==> src/rtl/aes_round_sequencer.sv <==
// Control FSM that walks one AES block through the iterative round datapath.
// Requests each round key over req/ack, then strobes load, per-round enable, final-round flag and done.
module aes_round_sequencer #(
    parameter int unsigned NR = 10,
    parameter int unsigned CW = 4
) (
    input  logic          clock,
    input  logic          reset,
    input  logic          start,
    input  logic          decrypt,
    input  logic          abort,
    input  logic          key_ack,
    output logic          ready,
    output logic          busy,
    output logic          inv,
    output logic          key_req,
    output logic [CW-1:0] round_sel,
    output logic          load_state,
    output logic          round_en,
    output logic          final_round,
    output logic [CW-1:0] round,
    output logic          done
);

    localparam logic [CW-1:0] LAST_ROUND = CW'(NR);

    typedef enum logic [2:0] {
        S_IDLE,
        S_KEY0,
        S_INIT,
        S_KEYR,
        S_ROUND,
        S_DONE
    } state_e;

    state_e        state_q, state_d;
    logic [CW-1:0] round_q, round_d;
    logic          inv_q, inv_d;

    always_ff @(posedge clock or posedge reset) begin
        if (reset) begin
            state_q <= S_IDLE;
            round_q <= '0;
            inv_q   <= 1'b0;
        end else begin
            state_q <= state_d;
            round_q <= round_d;
            inv_q   <= inv_d;
        end
    end

    // Next-state: key fetch precedes every load/round step; abort overrides everything outside IDLE.
    always_comb begin
        state_d = state_q;
        round_d = round_q;
        inv_d   = inv_q;
        case (state_q)
            S_IDLE: begin
                if (start) begin
                    state_d = S_KEY0;
                    round_d = '0;
                    inv_d   = decrypt;
                end
            end
            S_KEY0: begin
                if (key_ack) begin
                    state_d = S_INIT;
                end
            end
            S_INIT: begin
                state_d = S_KEYR;
                round_d = CW'(1);
            end
            S_KEYR: begin
                if (key_ack) begin
                    state_d = S_ROUND;
                end
            end
            S_ROUND: begin
                if (round_q == LAST_ROUND) begin
                    state_d = S_DONE;
                end else begin
                    state_d = S_KEYR;
                    round_d = round_q + CW'(1);
                end
            end
            S_DONE: begin
                state_d = S_IDLE;
            end
            default: begin
                state_d = S_IDLE;
            end
        endcase
        if (abort && (state_q != S_IDLE)) begin
            state_d = S_IDLE;
            round_d = round_q;
        end
    end

    // Moore decode: outputs depend only on state and registered counters.
    always_comb begin
        ready       = (state_q == S_IDLE);
        busy        = (state_q != S_IDLE);
        inv         = inv_q;
        key_req     = (state_q == S_KEY0) || (state_q == S_KEYR);
        load_state  = (state_q == S_INIT);
        round_en    = (state_q == S_ROUND);
        final_round = (state_q == S_ROUND) && (round_q == LAST_ROUND);
        done        = (state_q == S_DONE);
        round       = round_q;
        round_sel   = inv_q ? (LAST_ROUND - round_q) : round_q;
    end

endmodule
==> config.mk <==
export PLATFORM = sky130hd
export DESIGN_NAME = aes_round_sequencer
export DESIGN_NICKNAME = d
export VERILOG_FILES = /design/src/rtl/aes_round_sequencer.sv
export SDC_FILE = /design/constraint.sdc
export NUM_CORES = 1
export LEC_CHECK = 0
export ABC_AREA = 0
export BUFFER_PORTS_ARGS = -buffer_cell sky130_fd_sc_hd__buf_2
export CAP_MARGIN = 25
export CORE_ASPECT_RATIO = 0.7
export CORE_UTILIZATION = 30
export CTS_CLUSTER_SIZE = 8
export DETAILED_ROUTE_END_ITERATION = 8
export PLACE_DENSITY = 0.48
export SYNTH_ARGS = -nofsm -noshare
export SYNTH_HDL_FRONTEND = slang
export SYNTH_SLANG_ARGS = --single-unit
==> constraint.sdc <==
create_clock -name clock -period 1.95 [get_ports clock]
set_input_delay 0.2925 -clock clock [delete_from_list [all_inputs] [get_ports clock]]
set_output_delay 0.2925 -clock clock [all_outputs]
set_load 0.005 [all_outputs]
==> metrics.md <==
| Metric | Value |
|---|---|
| Outcome | `complete, no violations` |
| H-tree depth | `1` |
| Iter 0 DRT Violations | `11` |
| Ys flop type | `dfrtp_1` |
| Mapped Cells | `70` |
| # resized after CTS | `0` |
| Ratio of cells with drive above 1 in the final layout | `0.413` |
| Simple-gate portion of the synthesized area | `0.284` |
| Slew HR | `0.705` |
| Antenna Violating Nets Remaining | `0` |
| Hold Slack | `0.248 ns` |
| Mapped Avg Cell Area | `9.83 µm²` |
| Yosys warns | `0` |
| First-pass GRT wire length | `2330 µm` |
| Maximum root-to-sink buffer count | `2` |
| Post-Synth XOR/XNOR Area | `0.0382` |
| Final net count | `103` |
| Placeable Area | `2150 µm²` |
| Crit start category | `flip-flop` |
| CTS Root Cell | `clkbuf_4` |
| Max-slew violation count | `0` |
| RSZ-0062 raised after global routing | `false` |
| Post-Route WL | `1420 µm` |
| Compound-Gate Fraction of Synth Area | `0.180` |
| Boundary Pins | `22` |
| Crit path kind | `flip-flop to output port` |
| Post-synthesis instance area | `688 µm²` |
| Layout fillers | `230` |
| Final setup violation count | `0` |
| Final setup TNS | `0 ns` |
| Reg area | `200 µm²` |
| Vias in the first global route | `506` |
| Maximum clock rate | `0.551 GHz` |
| Critical path arrival | `1.52 ns` |
| Yosys cell types | `32` |
| TritonRoute pass-1 iters | `4` |
| Initial Utilization | `0.319` |
| Power density cells | `995 nW/µm²` |
| Mux contribution to synthesized area | `0.0473` |
| VDD IR max | `0.387 mV` |
| PortBufs | `21` |
| Slew @ Worst Pin | `0.442 ns` |
| Skew-Pair Late Insertion Delay | `0.26 ns` |
| CTS Sinks | `8` |
| Final Skew | `0.00468 ns` |
| Via Count | `572` |
| GP Congestion | `0.736` |
| CTS tree | `yes` |
| Clock transition at path regs | `0.06 ns` |
| Critical path required time | `1.66 ns` |
| Worst-path maximum fanout | `9` |
| Area occupied by multi-input gates | `415 µm²` |
| Sequential share of the synthesized area | `0.291` |
| DR WL/cell | `11.5 µm` |
| FF+latch count, synth | `8` |
| Final period utilization | `0.930` |
| Vias/cell | `4.61` |
| Pre-CTS WS | `0.410 ns` |
| Final hold violations | `0` |
| Final Non-Filler Cells | `124` |
| Num CTS Buffers | `3` |
| P_leak | `0.409 nW` |
| Post-synth EDFFs | `0` |
| Min-delay worst type | `input port to flip-flop` |
| Placed cell count | `120` |
| Die ar. | `2490 µm²` |
| Hpwl dp | `1130 µm` |
| Overflow left after global routing | `0` |
| Net count after synthesis | `79` |
| Remaining DRCs | `0` |
| Endpoint class of the critical path | `output port` |
| Period minus WS final | `1.81 ns` |
| Final worst slack | `0.136 ns` |
| Main combinational cell family by area after synthesis | `simple AND/OR/NAND/NOR gates` |
| Synth async-reset ratio | `1.00` |
| Initial antenna violation count | `0` |
| GRT Resource Usage Total | `0.131` |
| Post-synthesis adder-cell area fraction | `0.0545` |
| Area Overhead vs Synth | `21.5%` |
| Largest net degree at the start of global routing | `13` |
| MaxCap Viol Count | `0` |
| # rows | `14` |
| Die W | `59.2 µm` |
| ANT cells | `0` |
| Die boundary height | `42.1 µm` |
-- repair_timing --
action / CTS / global route
setup endpoints to repair: 0 / 0
hold buffers: 1 / 0
endpoints found under the hold margin: 4 / 0
setup buffers: 0 / 0
-- cells in the final DEF (no fill, tap or decap), types with 2 or more instances in the layout --
cell,synthesis,layout
a22o_1,2,2
clkbuf_4,0,3
o31ai_1,2,2
nand3_1,3,3
inv_1,6,6
ha_1,3,3
buf_4,3,2
nor2_1,7,7
nor4b_4,3,3
buf_2,0,21
o22ai_1,2,2
nand2_1,4,4
nand2b_1,3,3
xnor2_1,2,2
dfrtp_1,8,8
a21oi_1,3,3
-- stage by stage --
step / instance area, µm² / utilization / total power [W]
after floorplan: 688 / - / 0.000597
after global placement: 803 / 0.373 / 0.000714
after detailed placement: 803 / 0.373 / 0.000713
after CTS: 836 / 0.388 / 0.000848
after global routing: 836 / 0.388 / 0.000905
final: 836 / 0.388 / 0.000832
-- synth_stat cells (all sizes together), types with 2 or more instances --
library cell	number	area, µm²
dfrtp	8	200
nor2	8	32.5
inv	6	22.5
buf	5	45.0
nand2	4	15.0
a21oi	3	15.0
ha	3	37.5
nand2b	3	18.8
nand3	3	15.0
nor4b	3	71.3
a22o	2	17.5
mux2	2	22.5
o22ai	2	12.5
o31ai	2	15.0
xnor2	2	17.5
-- where the power goes --
group	total (W)	switching [W]	internal (W)	leakage, nW
clock network	0.000130	0.0000592	0.0000706	0.0138
registers	0.000285	0.0000812	0.000204	0.107
logic	0.000417	0.000199	0.000218	0.289
-- cell families (layout without fill, tap and decap cells) --
| group | Yosys count | count (layout) |
|---|---|---|
| xor+xnor | 3 | 3 |
| compound gates | 15 | 15 |
| fa+ha+maj | 3 | 3 |
| flops | 8 | 8 |
| buf+inv | 12 | 34 |
| mux | 3 | 3 |
| simple gates | 26 | 26 |
-- routing by layer --
metal  track usage  vias up  wire [µm]
met1         0.198      264        796
met2         0.160       19        540
met5             0        -          0
li1              -      287          -
met4        0.0429        0          8
met3        0.0556        2         76
-- path summary, 6_finish.rpt --
check | endpoint | from | depth (start not counted) | slack, ns
worst max-delay path | round_sel[1] | round[0]$_DFFE_PP0P_ | 4 | 0.14
worst min-delay path | inv$_DFFE_PP0P_ | decrypt | 2 | 0.25
worst max register to register | round[2]$_DFFE_PP0P_ | round[0]$_DFFE_PP0P_ | 5 | 0.43
worst min register to register | inv$_DFFE_PP0P_ | inv$_DFFE_PP0P_ | 1 | 0.59
max in group asynchronous | round[1]$_DFFE_PP0P_ | reset | 3 | 1.16
min in group asynchronous | state_q[2]$_DFFE_PP0P_ | reset | 3 | 0.53
-- critical path: stages (launching register included) --
cell and delay, ns:
dfrtp_1 0.48, inv_1 0.07, ha_1 0.32, mux2_2 0.26
buf_2 0.12
-- layout make-up --
class                      instances  area share
clock buffer                       3      0.0269
inverter                           7      0.0329
multi-input combinational         50       0.497
sequential                         8       0.240
tap                               32      0.0479
timing repair buffer              24       0.156
-- flip-flops by register name (all words and copies together) (netlist names) --
register	cells
round	4
state_q	3
inv	1
Power figures use the tool's default switching activity.
